## src/rtl/struct_fifo.sv

```systemverilog
// -----------------------------------------------------------------------------
// struct_fifo
//
// Purpose:
//   Synchronous FIFO that stores a packed nested record
//   rec_t = {g:{a,b}, h[H_W-1:0]}. The record is W = H_W+2 bits wide and g.a
//   is its MSB. A record pushed into an empty FIFO appears on out_data one
//   cycle after the edge that wrote it. While no valid entry is held,
//   out_data shows IDLE_REC.
//
// Parameters:
//   DEPTH    - number of entries; a power of two in 2..64
//   H_W      - width of field h, 1..16
//   IDLE_REC - record shown on out_data while out_valid is low
//
// Ports:
//   clk        in   1      single clock; all state updates on its rising edge
//   rst        in   1      synchronous, active-high reset
//   in_valid   in   1      write request
//   in_ready   out  1      space available (not full)
//   in_data    in   W      record to write
//   out_valid  out  1      head record valid
//   out_ready  in   1      consumer accepts the head record
//   out_data   out  W      head record, or IDLE_REC when not valid
//   out_a      out  1      out_data.g.a
//   out_b      out  1      out_data.g.b
//   out_h      out  H_W    out_data.h
//   count      out  clog2(DEPTH)+1  current occupancy
//
// Build option:
//   STRUCT_FIFO_BYPASS_EN - when defined, an empty FIFO forwards in_data to
//   out_data in the same cycle. If the consumer takes the record in that
//   cycle, it is never stored. When the macro is not defined, no
//   combinational path runs from in_* to out_*.
// -----------------------------------------------------------------------------
module struct_fifo #(
    parameter int                 DEPTH    = 4,
    parameter int                 H_W      = 3,
    parameter logic [H_W+1:0]     IDLE_REC = {1'b1, 1'b0, {H_W{1'b1}}}
) (
    input  logic                       clk,
    input  logic                       rst,
    input  logic                       in_valid,
    output logic                       in_ready,
    input  logic [H_W+1:0]             in_data,
    output logic                       out_valid,
    input  logic                       out_ready,
    output logic [H_W+1:0]             out_data,
    output logic                       out_a,
    output logic                       out_b,
    output logic [H_W-1:0]             out_h,
    output logic [$clog2(DEPTH):0]     count
);

    localparam int PTR_W = $clog2(DEPTH);
    localparam int CNT_W = PTR_W + 1;
    localparam logic [CNT_W-1:0] DEPTH_C = CNT_W'(DEPTH);

    typedef struct packed {
        struct packed {
            logic a;
            logic b;
        } g;
        logic [H_W-1:0] h;
    } rec_t;

    rec_t             mem_q [DEPTH];
    logic [PTR_W-1:0] wr_ptr_q;
    logic [PTR_W-1:0] wr_ptr_d;
    logic [PTR_W-1:0] rd_ptr_q;
    logic [PTR_W-1:0] rd_ptr_d;
    logic [CNT_W-1:0] count_q;
    logic [CNT_W-1:0] count_d;

    logic empty_s;
    logic full_s;
    logic byp_s;
    logic push_s;
    logic pop_s;
    logic store_s;
    logic mem_pop_s;
    rec_t head_s;

    // Occupancy flags come only from registered state.
    always_comb begin
        empty_s = (count_q == {CNT_W{1'b0}});
        full_s  = (count_q == DEPTH_C);
    end

    // Bypass qualifier: active only for an empty FIFO with a pending write.
    always_comb begin
`ifdef STRUCT_FIFO_BYPASS_EN
        byp_s = empty_s & in_valid;
`else
        byp_s = 1'b0;
`endif
    end

    // Handshakes. A bypassed record that is consumed in the same cycle is
    // not written, so the count stays at zero.
    always_comb begin
        push_s    = in_valid & ~full_s;
        pop_s     = out_valid & out_ready;
        store_s   = push_s & ~(byp_s & out_ready);
        mem_pop_s = pop_s & ~empty_s;
    end

    // Head record selection: stored head, forwarded input, or the idle record.
    always_comb begin
        head_s = rec_t'(IDLE_REC);
        if (!empty_s) begin
            head_s = mem_q[rd_ptr_q];
        end else if (byp_s) begin
            head_s = rec_t'(in_data);
        end else begin
            head_s = rec_t'(IDLE_REC);
        end
    end

    // Output drive. The field outputs are plain slices of the head record.
    always_comb begin
        in_ready  = ~full_s;
        out_valid = ~empty_s | byp_s;
        out_data  = head_s;
        out_a     = head_s.g.a;
        out_b     = head_s.g.b;
        out_h     = head_s.h;
        count     = count_q;
    end

    // Next-state for pointers and occupancy. DEPTH is a power of two, so the
    // pointers wrap from DEPTH-1 to 0 by natural overflow.
    always_comb begin
        wr_ptr_d = wr_ptr_q;
        rd_ptr_d = rd_ptr_q;
        count_d  = count_q;
        if (store_s) begin
            wr_ptr_d = wr_ptr_q + PTR_W'(1);
        end else begin
            wr_ptr_d = wr_ptr_q;
        end
        if (mem_pop_s) begin
            rd_ptr_d = rd_ptr_q + PTR_W'(1);
        end else begin
            rd_ptr_d = rd_ptr_q;
        end
        case ({store_s, mem_pop_s})
            2'b10:   count_d = count_q + CNT_W'(1);
            2'b01:   count_d = count_q - CNT_W'(1);
            default: count_d = count_q;
        endcase
    end

    // Control state register. Reset wins over any push or pop in the same cycle.
    always_ff @(posedge clk) begin
        if (rst) begin
            wr_ptr_q <= {PTR_W{1'b0}};
            rd_ptr_q <= {PTR_W{1'b0}};
            count_q  <= {CNT_W{1'b0}};
        end else begin
            wr_ptr_q <= wr_ptr_d;
            rd_ptr_q <= rd_ptr_d;
            count_q  <= count_d;
        end
    end

    // Storage array. It has no reset: cleared pointers make old contents
    // unreachable.
    always_ff @(posedge clk) begin
        if (store_s && !rst) begin
            mem_q[wr_ptr_q] <= rec_t'(in_data);
        end
    end

endmodule

```

## config.mk

```make
export PLATFORM = sky130hd
export DESIGN_NAME = struct_fifo
export DESIGN_NICKNAME = d
export VERILOG_FILES = /design/src/rtl/struct_fifo.sv
export SDC_FILE = /design/constraint.sdc
export NUM_CORES = 1
export LEC_CHECK = 0
export BUFFER_PORTS_ARGS = -buffer_cell sky130_fd_sc_hd__clkbuf_2
export CAP_MARGIN = 20
export CORE_MARGIN = 2
export CORE_UTILIZATION = 53
export DETAILED_ROUTE_END_ITERATION = 7
export PLACE_DENSITY = 0.77
export SYNTH_ARGS = -nofsm -noshare
export SYNTH_HDL_FRONTEND = slang
export SYNTH_SLANG_ARGS = --single-unit
```

## constraint.sdc

```tcl
create_clock -name clk -period 3.1 [get_ports clk]
set_input_delay 0.155 -clock clk [delete_from_list [all_inputs] [get_ports clk]]
set_output_delay 0.155 -clock clk [all_outputs]
set_load 0.05 [all_outputs]
```

==> impl_metrics.csv <==
group,metric,value,unit
finish,nNetsFinal,128,
clock_tree,post-cts-setup-buffers,0,
clock_tree,cts_buffers,5,
critical_path,crit_slowest_cell,"dfxtp_1",
sta,fin_worst_skew,0.00387,ns
finish,final_common_cell,"clkbuf_2",
yosys,synth.cell_area,1280,µm²
yosys,synth_seq_area_share,61.1,%
detailed_routing,vias_per_cell,5.18,
clock_tree,htreeDepth,2,
critical_path,cpPeakStageDelay,0.40,ns
job,maxCapViolCount,0,
clock_tree,hold_buffers,0,
finish,post-route-util,63.5,%
sta,period_minus_slack,2.53,ns
placement,gp_congestion,0.708,
critical_path,crit_type,"flip-flop to flip-flop",
floorplanning,die_h,53.1,µm
critical_path,critical_path_required,3.34,ns
grt,first_global_vias,728,
detailed_routing,firstDrtPassIters,4,
critical_path,crit_family,"simple AND/OR/NAND/NOR gates",
yosys,async_reset_ff_share,0,%
finish,drive_gt1_share,35.1,%
finish,n_antenna_cell,0,
sta,rsz0062_at_grt,"false",
finish,final_area,1430,µm²
floorplanning,ios,24,
hold_path,hold_class,"primary input to flip-flop",
grt,track_usage,17.6,%
outcome,status,"completed",
critical_path,endpoint_kind,"flip-flop",
yosys,ys.flop_type,"edfxtp_1",
critical_path,path_max_fanout,6,
finish,final_cell_mix,"23 x clkbuf_2, 20 x edfxtp_1, 9 x dfxtp_1, 8 x inv_1, 7 x nor2_1",
sta,report.final.slew_viol_count,0,
yosys,synth_nets,105,
grt,gr-total-overflow,0,
critical_path,crit_top_cell,"inv_1",
clock_tree,postCtsResizedCells,0,
sta,finalSetupViolCount,0,
detailed_routing,wl_per_cell,14.1,µm
finish,area_delta_synth_final,11.9,%
sta,hold_viol_final,0,
clock_tree,clock_tree.root_cell,"clkbuf_4",
critical_path,startpoint_type,"flip-flop",
grt,grt_max_degree,15,
floorplanning,std_cell_rows,17,
grt,grt_pass1_wl,3.17,mm
placement,place_hpwl,1.45,mm
yosys,yosys_warnings,0,
yosys,synth_cell_types,27,
clock_tree,clk_pin_slew,0.09,ns
detailed_routing,drtIter0Drc,7,
floorplanning,core,2250,µm²
critical_path,arrival,2.77,ns
floorplanning,die-area,2820,µm²
critical_path,cp_num_buf_inv,2,
sta,maxSlewHeadroom,37.3,%
clock_tree,clock-sinks,29,
sta,tns,0,ns
sta,max_slew.worst_pin.slew,0.939,ns
yosys,synth-seq-cells,29,
floorplanning,initial_core_util,56.7,%
detailed_routing,wl,2.01,mm
placement,portBuffers,23,
clock_tree,cts_tree,"done",
grt,antenna_found_initial,0,
detailed_routing,drcViolationCount,0,
detailed_routing,ant_nets,0,
yosys,synth_edf_count,20,
clock_tree,clk_latency,0.31,ns
sta,post-route-period-util,81.5,%
placement,place_area,1380,µm²
floorplanning,fp.dieW,53.1,µm
detailed_routing,vias,736,
critical_path,crit_chain,"or3b_4 > and2_4 > inv_1 > ha_1 > inv_1 > fa_1 > xor2_1 > or3_2 > a21oi_1",
sta,fmax,396,MHz
yosys,synthCells,90,
yosys,syn_area_per_cell,14.2,µm²
clock_tree,clock_tree.buffer_depth,2,
## cells in the mapped netlist (2+ instances only)
cell type  number  share of area [%]
mux4_2          5                8.8
dfxtp_1         9                 14
xor2_1          3                2.1
inv_1           8                2.3
edfxtp_1       20                 47
nand2b_1        2               0.98
ha_1            5                4.9
o21ai_0         2               0.78
buf_4           5                2.9
nor3b_1         4                2.3
a21oi_1         3                1.2
nor2_1          7                2.1
or2_2           3                1.5
## state kept, by name (all words and copies together) (netlist names), named ones only
signal	count
mem_q	20
count	3
rd_ptr_q	2
wr_ptr_q	2
## cell type report
type                       instances  area (µm²)
fill                             191         823
sequential                        29         781
multi-input combinational         46         422
timing repair buffer              23         115
clock buffer                       7        45.0
tap                               28        35.0
inverter                           8        30.0
clock inverter                     1        3.75
## cells by family after synthesis
group / Yosys count / share of synthesized area, %
flops: 29 / 61.1
mux: 7 / 10.8
compound gates: 6 / 2.54
xor+xnor: 3 / 2.06
buf+inv: 15 / 5.97
simple gates: 24 / 11.2
fa+ha+maj: 6 / 6.46
## per-layer routing
layer	wire, µm	up-vias	global-route usage (%)
met2	1080	23	30.2
met5	0	-	0
met1	797	350	17.6
li1	-	359	-
met4	27	0	8.97
met3	101	4	8.47
## per-stage QoR
stage	worst slack (ns)	hold slack, ns	instances
detailed placement	0.571	0.381	134
finish	0.573	0.0587	142
floorplan	0.236	0.254	90
CTS	0.555	0.0489	142
global route	0.451	0.0366	142
global placement	0.678	0.371	134
## worst paths after layout
| path | end | slack [ns] | cells past startpoint | startpoint |
|---|---|---|---|---|
| max | count[2]$_SDFFE_PP0P_ | 0.57 | 9 | count[2]$_SDFFE_PP0P_ |
| max reg2reg | count[2]$_SDFFE_PP0P_ | 0.57 | 9 | count[2]$_SDFFE_PP0P_ |
| min | mem_q[0][0]$_DFFE_PP_ | 0.06 | 1 | in_data[0] |
| min reg2reg | wr_ptr_q[1]$_SDFFE_PP0P_ | 0.54 | 2 | wr_ptr_q[1]$_SDFFE_PP0P_ |
Power is not shown: default switching activity piles up to over one toggle a cycle in this logic, so the estimate is an artifact.
